`config.mk`:
```
export PLATFORM = sky130hd
export DESIGN_NAME = wandr_seq
export DESIGN_NICKNAME = d
export VERILOG_FILES = /design/src/rtl/wandr_seq.sv
export SDC_FILE = /design/constraint.sdc
export NUM_CORES = 1
export LEC_CHECK = 0
export CAP_MARGIN = 20
export CORE_ASPECT_RATIO = 1.5
export CORE_MARGIN = 5
export CORE_UTILIZATION = 45
export DETAILED_ROUTE_END_ITERATION = 6
export PLACE_DENSITY = 0.7
export REMOVE_ABC_BUFFERS = 1
export SKIP_CTS_REPAIR_TIMING = 1
export SLEW_MARGIN = 10
export SYNTH_ARGS = -nofsm -noshare
export SYNTH_HDL_FRONTEND = slang
export SYNTH_SLANG_ARGS = --single-unit
```
`constraint.sdc`:
```
create_clock -name sysclk -period 3.44 [get_ports sysclk]
set_clock_uncertainty 0.2 [all_clocks]
set_input_delay 0.688 -clock sysclk [delete_from_list [all_inputs] [get_ports sysclk]]
set_output_delay 0.688 -clock sysclk [all_outputs]
set_load 0.01 [all_outputs]
```
`src/rtl/wandr_seq.sv`:
```
// rtl/wandr_seq.sv - SRAM write/readback sequencer for the BNN test path
module wandr_seq #(
  parameter int AW       = 13,
  parameter int DW       = 1,
  parameter int NBANK    = 2,
  parameter int READ_LAT = 1,
  localparam int SW      = (NBANK > 1) ? $clog2(NBANK) : 1
) (
  input  logic          sysclk,
  input  logic          RST,
  input  logic          start,
  input  logic [1:0]    mode,
  input  logic [SW-1:0] bank,
  input  logic [AW-1:0] base_addr,
  input  logic [AW-1:0] last_addr,
  input  logic [DW-1:0] pat,
  input  logic          hold,
  input  logic [DW-1:0] SRAMDOUT,
  output logic [AW-1:0] SRAMA,
  output logic [DW-1:0] SRAMD,
  output logic          SRAMCEN,
  output logic          SRAMWEN,
  output logic [SW-1:0] SRAMSEL,
  output logic          SRAMMUX,
  output logic          PAUSE,
  output logic [DW-1:0] rd_data,
  output logic          rd_valid,
  output logic          busy,
  output logic          done,
  output logic          err,
  output logic [15:0]   err_cnt,
  output logic [AW-1:0] err_addr
);

  typedef enum logic [2:0] {
    S_IDLE, S_SETUP, S_WRITE, S_RGAP, S_READ, S_DRAIN, S_DONE
  } state_t;

  localparam logic [2:0] DLAST = 3'(READ_LAT - 1);

  state_t        state, nstate;
  logic [1:0]    mode_q;
  logic [SW-1:0] bank_q, nbank;
  logic [AW-1:0] base_q, last_q;
  logic [DW-1:0] pat_q;
  logic [AW-1:0] addr, naddr;
  logic [2:0]    dcnt, ndcnt;
  logic          acc, nacc, nwr, nrd;
  logic [DW-1:0] nexp;

  // Read pipeline: stage 0 is the read access currently on the SRAM pins.
  logic          pv [READ_LAT];
  logic [AW-1:0] pa [READ_LAT];
  logic [DW-1:0] out_exp;

  assign out_exp = pat_q ^ {DW{pa[READ_LAT-1][0]}};

  // Next state, next address and the access that the coming cycle will carry.
  always_comb begin
    nstate = state;
    naddr  = addr;
    ndcnt  = dcnt;
    // A WRITE/READ cycle with CEN high was a held slot: no address advance.
    acc    = ~SRAMCEN;
    case (state)
      S_IDLE: begin
        if (start) begin
          nstate = S_SETUP;
          naddr  = base_addr;
        end
      end
      S_SETUP: nstate = mode_q[0] ? S_READ : S_WRITE;
      S_WRITE: begin
        if (acc) begin
          if (addr == last_q) begin
            nstate = (mode_q == 2'b00) ? S_DONE : S_RGAP;
            naddr  = base_q;
          end else begin
            naddr = addr + 1'b1;
          end
        end
      end
      S_RGAP: nstate = S_READ;
      S_READ: begin
        if (acc) begin
          if (addr == last_q) begin
            nstate = S_DRAIN;
            ndcnt  = 3'd0;
          end else begin
            naddr = addr + 1'b1;
          end
        end
      end
      S_DRAIN: begin
        if (dcnt == DLAST) nstate = S_DONE;
        else               ndcnt  = dcnt + 3'd1;
      end
      S_DONE:  nstate = S_IDLE;
      default: nstate = S_IDLE;
    endcase
    nwr   = (nstate == S_WRITE) && !hold;
    nrd   = (nstate == S_READ) && !hold;
    nacc  = nwr || nrd;
    nexp  = pat_q ^ {DW{naddr[0]}};
    nbank = (nstate == S_IDLE) ? '0 : ((state == S_IDLE) ? bank : bank_q);
  end

  // State, run parameters, registered SRAM/status outputs and the compare stage.
  always_ff @(posedge sysclk) begin
    if (RST) begin
      state    <= S_IDLE;
      mode_q   <= 2'b00;
      bank_q   <= '0;
      base_q   <= '0;
      last_q   <= '0;
      pat_q    <= '0;
      addr     <= '0;
      dcnt     <= 3'd0;
      SRAMA    <= '0;
      SRAMD    <= '0;
      SRAMCEN  <= 1'b1;
      SRAMWEN  <= 1'b1;
      SRAMSEL  <= '0;
      SRAMMUX  <= 1'b0;
      PAUSE    <= 1'b0;
      busy     <= 1'b0;
      done     <= 1'b0;
      rd_data  <= '0;
      rd_valid <= 1'b0;
      err      <= 1'b0;
      err_cnt  <= 16'h0000;
      err_addr <= '0;
      for (int i = 0; i < READ_LAT; i++) begin
        pv[i] <= 1'b0;
        pa[i] <= '0;
      end
    end else begin
      state   <= nstate;
      addr    <= naddr;
      dcnt    <= ndcnt;
      SRAMA   <= (nstate == S_IDLE) ? '0 : naddr;
      SRAMD   <= nwr ? nexp : '0;
      SRAMCEN <= ~nacc;
      SRAMWEN <= ~nwr;
      SRAMSEL <= nbank;
      SRAMMUX <= (nstate != S_IDLE);
      PAUSE   <= (nstate != S_IDLE);
      busy    <= (nstate != S_IDLE);
      done    <= (nstate == S_DONE);

      pv[0] <= nrd;
      pa[0] <= naddr;
      for (int i = 1; i < READ_LAT; i++) begin
        pv[i] <= pv[i-1];
        pa[i] <= pa[i-1];
      end

      rd_valid <= pv[READ_LAT-1];
      if (pv[READ_LAT-1]) begin
        rd_data <= SRAMDOUT;
        if (mode_q != 2'b11 && SRAMDOUT != out_exp) begin
          err <= 1'b1;
          if (err_cnt != 16'hFFFF) err_cnt <= err_cnt + 16'h0001;
          if (!err) err_addr <= pa[READ_LAT-1];
        end
      end

      if (state == S_IDLE && start) begin
        mode_q   <= mode;
        bank_q   <= bank;
        base_q   <= base_addr;
        last_q   <= last_addr;
        pat_q    <= pat;
        err      <= 1'b0;
        err_cnt  <= 16'h0000;
        err_addr <= '0;
      end
    end
  end

endmodule

```
==> results of run 1 <==
cell type report:
type | instances | area [µm²]
clock buffers | 12 | 256
clock inverters | 4 | 22.5
fillers | 988 | 4550
inverters | 11 | 41.3
multi-input cells | 426 | 2600
flip-flops and latches | 101 | 2020
well taps | 144 | 180
repair buffers | 102 | 978
layout by cell type, fill, tap and decap left out, types with 3 or more instances in the layout:
cell               n
dfxtp_1          101
nand2_1           88
clkdlybuf4s50_1   86
nor2_1            62
a21oi_1           46
mux2i_1           24
nor3_1            23
nand3_1           19
xor2_1            16
buf_4             15
o21ai_0           13
xnor2_1           12
nand4_1           12
inv_1             10
nand2b_1           9
clkbuf_16          9
nor2b_1            8
nor4_1             6
a31oi_1            6
a22oi_1            6
xnor2_2            5
and4_1             5
and3_1             5
a21boi_0           4
and2_1             4
ha_1               4
or4_1              3
o21bai_1           3
a32oi_1            3
a211oi_1           3
clkinv_2           3
registers in the layout (all words and copies together) (netlist names), 2 cells and up:
signal,count
base_q,13
last_q,13
err_cnt,16
SRAMA,13
addr,13
dcnt,3
err_addr,13
state,3
mode_q,2
where the power goes:
part           total, mW  switching [mW]  internal [mW]
registers           1.30          0.0721           1.23
logic              0.436           0.242          0.195
clock network      0.940           0.414          0.526
cell families (layout without fill, tap and decap cells):
family	Yosys count	after routing	synth area share [%]
adders and majority gates	4	4	1.02
xor gates and xnor gates	34	34	7.12
and+or+nand+nor	260	260	25.7
muxes	26	26	5.34
DFF	101	101	41.1
buffers and inverters	59	129	6.16
AOI/OAI and AO/OA	102	102	13.5
worst min-delay path, delay by kind of cell, from the launching register on:
family,cells,cell delay (ns)
AO/OA/AOI/OAI,1,0.05
flip-flops,1,0.31
AND/OR/NAND/NOR,1,0.05
worst min-delay path by stage:
stage | from | endpoint | depth (start not counted)
floorplan | base_q[12] | base_q[12] | 2
global placement | base_q[1] | base_q[1] | 2
detailed placement | base_q[8] | base_q[8] | 2
CTS | base_q[8] | base_q[8] | 2
global route | base_q[9] | base_q[9] | 2
finish | base_q[3] | base_q[3] | 2
per-stage QoR:
step	std cells	worst slack (ns)	util [%]
floorplan	538	0.0829	-
global placement	784	0.589	54.7
detailed placement	784	0.530	54.7
CTS	800	0.536	57.3
global route	800	0.479	57.3
finish	800	0.542	57.3
layer usage:
| layer | GRT usage, % | vias to the layer above |
|---|---|---|
| li1 | - | 2151 |
| met1 | 24.5 | 2050 |
| met2 | 34.8 | 123 |
| met3 | 4.83 | 32 |
| met4 | 11.3 | 0 |
| met5 | 0 | - |
==> key figures, run 1 <==
Place
  • Port bufs: 87
  • Area post-placement: 5820 µm²
  • Final GP Congestion: 0.907
  • Post-DP HPWL: 9.58 mm

Setup path
  • WS Path Type: register to primary output
  • Reg2reg path depth: 5
  • Crit path DAT: 2.01 ns
  • Reg2reg start: state[1]
  • Worst path depth: 2
  • Critical Path Start Type: register
  • Worst Setup EP: SRAMCEN
  • CP max stage cell: dfxtp_1
  • CP peak stage delay: 0.82 ns
  • Worst-path cell chain: buf_4 -> clkdlybuf4s50_1
  • Crit. Startpoint: SRAMCEN
  • Worst Path Max Fanout: 18
  • CP bufs+invs: 2
  • CP Capture Type: primary output
  • CP required: 2.55 ns
  • RR Endpoint: SRAMA[5]
  • Reg2Reg Setup Slack: 0.76 ns
  • Cell family with most CP delay: buffers and inverters

Layout
  • Share of cells above drive strength 1: 7.77%
  • N_diodes: 0
  • Fin area: 6100 µm²
  • Nets@finish: 690
  • P&R area growth vs syn: 24.0%

Synthesis
  • Top_reg_cell synth: dfxtp_1
  • Syn Std Cell Area: 4920 µm²
  • Area contributors post-synth: dfxtp_1 (41%), nand2_1 (6.7%), mux2i_1 (4.9%)
  • Syn_area_per_cell: 8.39 µm²
  • Cell variety after synth: 59
  • Yosys reg bits: 101
  • YS warnings: 0
  • Post-synthesis sequential area ratio: 41.1%
  • Cells after synthesis: 586
  • Most common cell in the netlist: dfxtp_1
  • Top cell type's share of synthesized area: 41.1%
  • Synth top cells by count: dfxtp_1 (101), nand2_1 (88), nor2_1 (62)
  • Yosys top cell by area: dfxtp_1
  • Synth async-reset ratio: 0%
  • Post-synth EDFFs: 0

Clock network
  • H-tree levels: 3
  • CTS sink cnt: 101
  • Clock Path Buffers: 2
  • Clock Tree Root: clkbuf_16
  • CTS tree: done
  • Worst skew pair latency: 0.34 ns
  • CTS buffer count: 9
  • Clk pin slew, worst setup/hold paths: 0.06 ns

Floorplan
  • Die height: 138 µm
  • Core ar.: 10,600 µm²
  • Die ar.: 13,200 µm²
  • Initial core utilization: 46.2%
  • Die X: 95.4 µm
  • Row cnt: 46
  • IO Count: 88

STA
  • Fin crit period: 2.90 ns
  • Fin crit share: 84.3%
  • Tightest Pin Transition: 0.772 ns
  • # setup viols final: 0
  • Hold Vio Cnt, Final: 0
  • RSZ-0062 raised after global routing: no
  • Hold slack: 0.256 ns
  • Fmax: 0.345 GHz
  • Setup_tns: 0 ns
  • Max-slew violation count: 0
  • Slew HR: 48.5%

Global route
  • GRT Total Usage: 21.0%
  • Antenna violations before repair: 0
  • Global route overflow: 0
  • First-pass GRT wire length: 22.0 mm
  • Vias in the first global route: 4,442
  • Largest net degree at the start of global routing: 31

Route
  • Met3 WL: 750 µm
  • DR WL/cell: 16.5 µm
  • Initial drt markers: 326
  • DR vias/cell: 5.45
  • WL met2: 6.61 mm
  • Post-route DRC: 0
  • Highest routed layer: met4
  • Final wirelength: 13.2 mm
  • DRT Pass-1 Iters: 5
  • Remaining antenna violation count after routing: 0
  • Via count: 4,356
  • M1 wire length: 5.32 mm

Power and ir drop
  • Final total power: 2.68 mW
  • Peak VDD IR: 0.238 mV
  • Power per cell area: 439 nW/µm²
  • Lkg Pwr: 2.15 nW

Run
  • # Max-Cap Violations: 0

Hold path
  • Min-Delay Path Class: register to register

Run status
  • Outcome: complete, no violations
Note: power is estimated with default switching activity, not from simulation.
==> inputs of run 2 (changes only) <==
- clock period: 3.44 -> 2.9 ns (I/O delays scaled with it)
==> key figures, run 2 (synthesized netlist as in run 1, its figures left out) <==
Layout
  • N_diodes: 0
  • P&R area growth vs syn: 29.6%
  • Biggest register: err_cnt
  • Most common cell after layout, fill and taps aside: dfxtp_1
  • Final-layout fill cell count: 956
  • Fin area: 6370 µm²
  • Max reg flops: 16
  • Util after Layout: 59.8%
  • Share of cells above drive strength 1: 11.2%
  • Nets@finish: 714
  • Commonest non-fill, non-tap cells in the layout: dfxtp_1 (101), nand2_1 (88), clkdlybuf4s50_1 (86)

Clock network
  • CTS buffer count: 9
  • Worst skew pair latency: 0.35 ns
  • Clk pin slew, worst setup/hold paths: 0.07 ns
  • Clock Path Buffers: 2
  • H-tree levels: 3
  • CTS tree: done
  • CTS sink cnt: 101
  • Clock Tree Root: clkbuf_16

STA
  • Fin crit period: 2.65 ns
  • Max-slew violation count: 0
  • Fmax: 0.378 GHz
  • Setup ws final: 0.255 ns
  • Hold slack: 0.258 ns
  • Fin crit share: 91.2%
  • # setup viols final: 0
  • RSZ-0062 raised after global routing: no
  • Tightest Pin Transition: 0.698 ns
  • Slew HR: 53.4%
  • Setup_tns: 0 ns
  • Hold Vio Cnt, Final: 0

Setup path
  • Cell family with most CP delay: simple AND/OR/NAND/NOR gates
  • Worst Path Max Fanout: 9
  • Critical Path Start Type: register
  • CP Capture Type: register
  • Worst-path cell chain: nand4_1 -> nor3_1 -> mux2i_1 -> or3b_2 -> a31oi_1 -> nor2_1
  • CP peak stage delay: 0.60 ns
  • CP bufs+invs: 0
  • WS Path Type: register to register
  • CP required: 2.94 ns
  • Crit path DAT: 2.68 ns
  • CP max stage cell: dfxtp_1

Floorplan
  • Initial core utilization: 46.2%
  • Die X: 95.4 µm
  • Core ar.: 10,600 µm²
  • Die height: 138 µm
  • IO Count: 88
  • Die ar.: 13,200 µm²
  • Row cnt: 46

Place
  • Post-DP HPWL: 10.2 mm
  • Place WS: 0.244 ns
  • Area post-placement: 6020 µm²
  • Port bufs: 87
  • Final GP Congestion: 0.930

Route
  • Post-route DRC: 0
  • DR vias/cell: 5.46
  • Remaining antenna violation count after routing: 0
  • Initial drt markers: 328
  • DRT Pass-1 Iters: 7
  • Final wirelength: 13.9 mm
  • DR WL/cell: 16.8 µm
  • Via count: 4,498

Hold path
  • Min-Delay Path Class: register to register

Power and ir drop
  • Peak VDD IR: 0.296 mV
  • Lkg Pwr: 2.30 nW
  • Power per cell area: 550 nW/µm²

Global route
  • Antenna violations before repair: 0
  • Global route overflow: 0
  • Largest net degree at the start of global routing: 31
  • First-pass GRT wire length: 22.5 mm
  • Vias in the first global route: 4,376
  • GRT Total Usage: 21.7%

Run
  • # Max-Cap Violations: 0

Run status
  • Outcome: complete, no violations
==> run 2: cell count changes in the layout (fill, tap and decap cells not counted), moves of 2 or more <==
cell,previous run,this run
buf_4,15,37
bufinv_16,0,3
clkinv_2,3,0
buf_12,0,2
clkbuf_8,2,0
==> run 2: final timing paths <==
path / start / to / slack [ns] / cells after the start
setup / recovery: addr[4] / SRAMA[7] / 0.25 / 6
hold / removal: base_q[1] / base_q[1] / 0.26 / 2
setup reg to reg: addr[4] / SRAMA[7] / 0.25 / 6
hold reg to reg: base_q[1] / base_q[1] / 0.26 / 2
==> run 2: area by class of cell <==
cell class / instances / area, µm² / area share (%)
sequential: 101 / 2020 / 31.7
tap: 144 / 180 / 2.83
timing repair buffer: 126 / 1180 / 18.6
inverter: 11 / 41.3 / 0.648
clock buffer: 9 / 225 / 3.53
clock inverter: 7 / 123 / 1.92
multi-input combinational: 426 / 2600 / 40.8
==> run 2: per-layer routing <==
layer	wire, µm	share of wire [%]	track usage, %	vias to the layer above
met3	815	5.9	4.23	40
li1	-	-	-	2200
met4	556	4.0	10.0	0
met2	7060	51	36.9	175
met5	0	0	0	-
met1	5430	39	25.6	2083
==> run 2: power by group <==
group	total, mW	internal [mW]	switching, mW
clock network	1.38	0.847	0.537
logic	0.588	0.273	0.315
registers	1.53	1.45	0.0759
total	3.50	2.57	0.928
==> run 2: worst reg2reg max path, cell delays in order (launching register included) <==
cell and delay, ns:
dfxtp_1 0.60, nand4_1 0.35, nor3_1 0.43, mux2i_1 0.23, or3b_2 0.45, a31oi_1 0.21
nor2_1 0.06
==> run 2: through the flow <==
stage	std cells	total power, mW
after global placement	808	2.13
final	824	3.50
after detailed placement	808	2.14
after CTS	824	3.53
after global routing	824	3.65
after floorplan	538	1.85
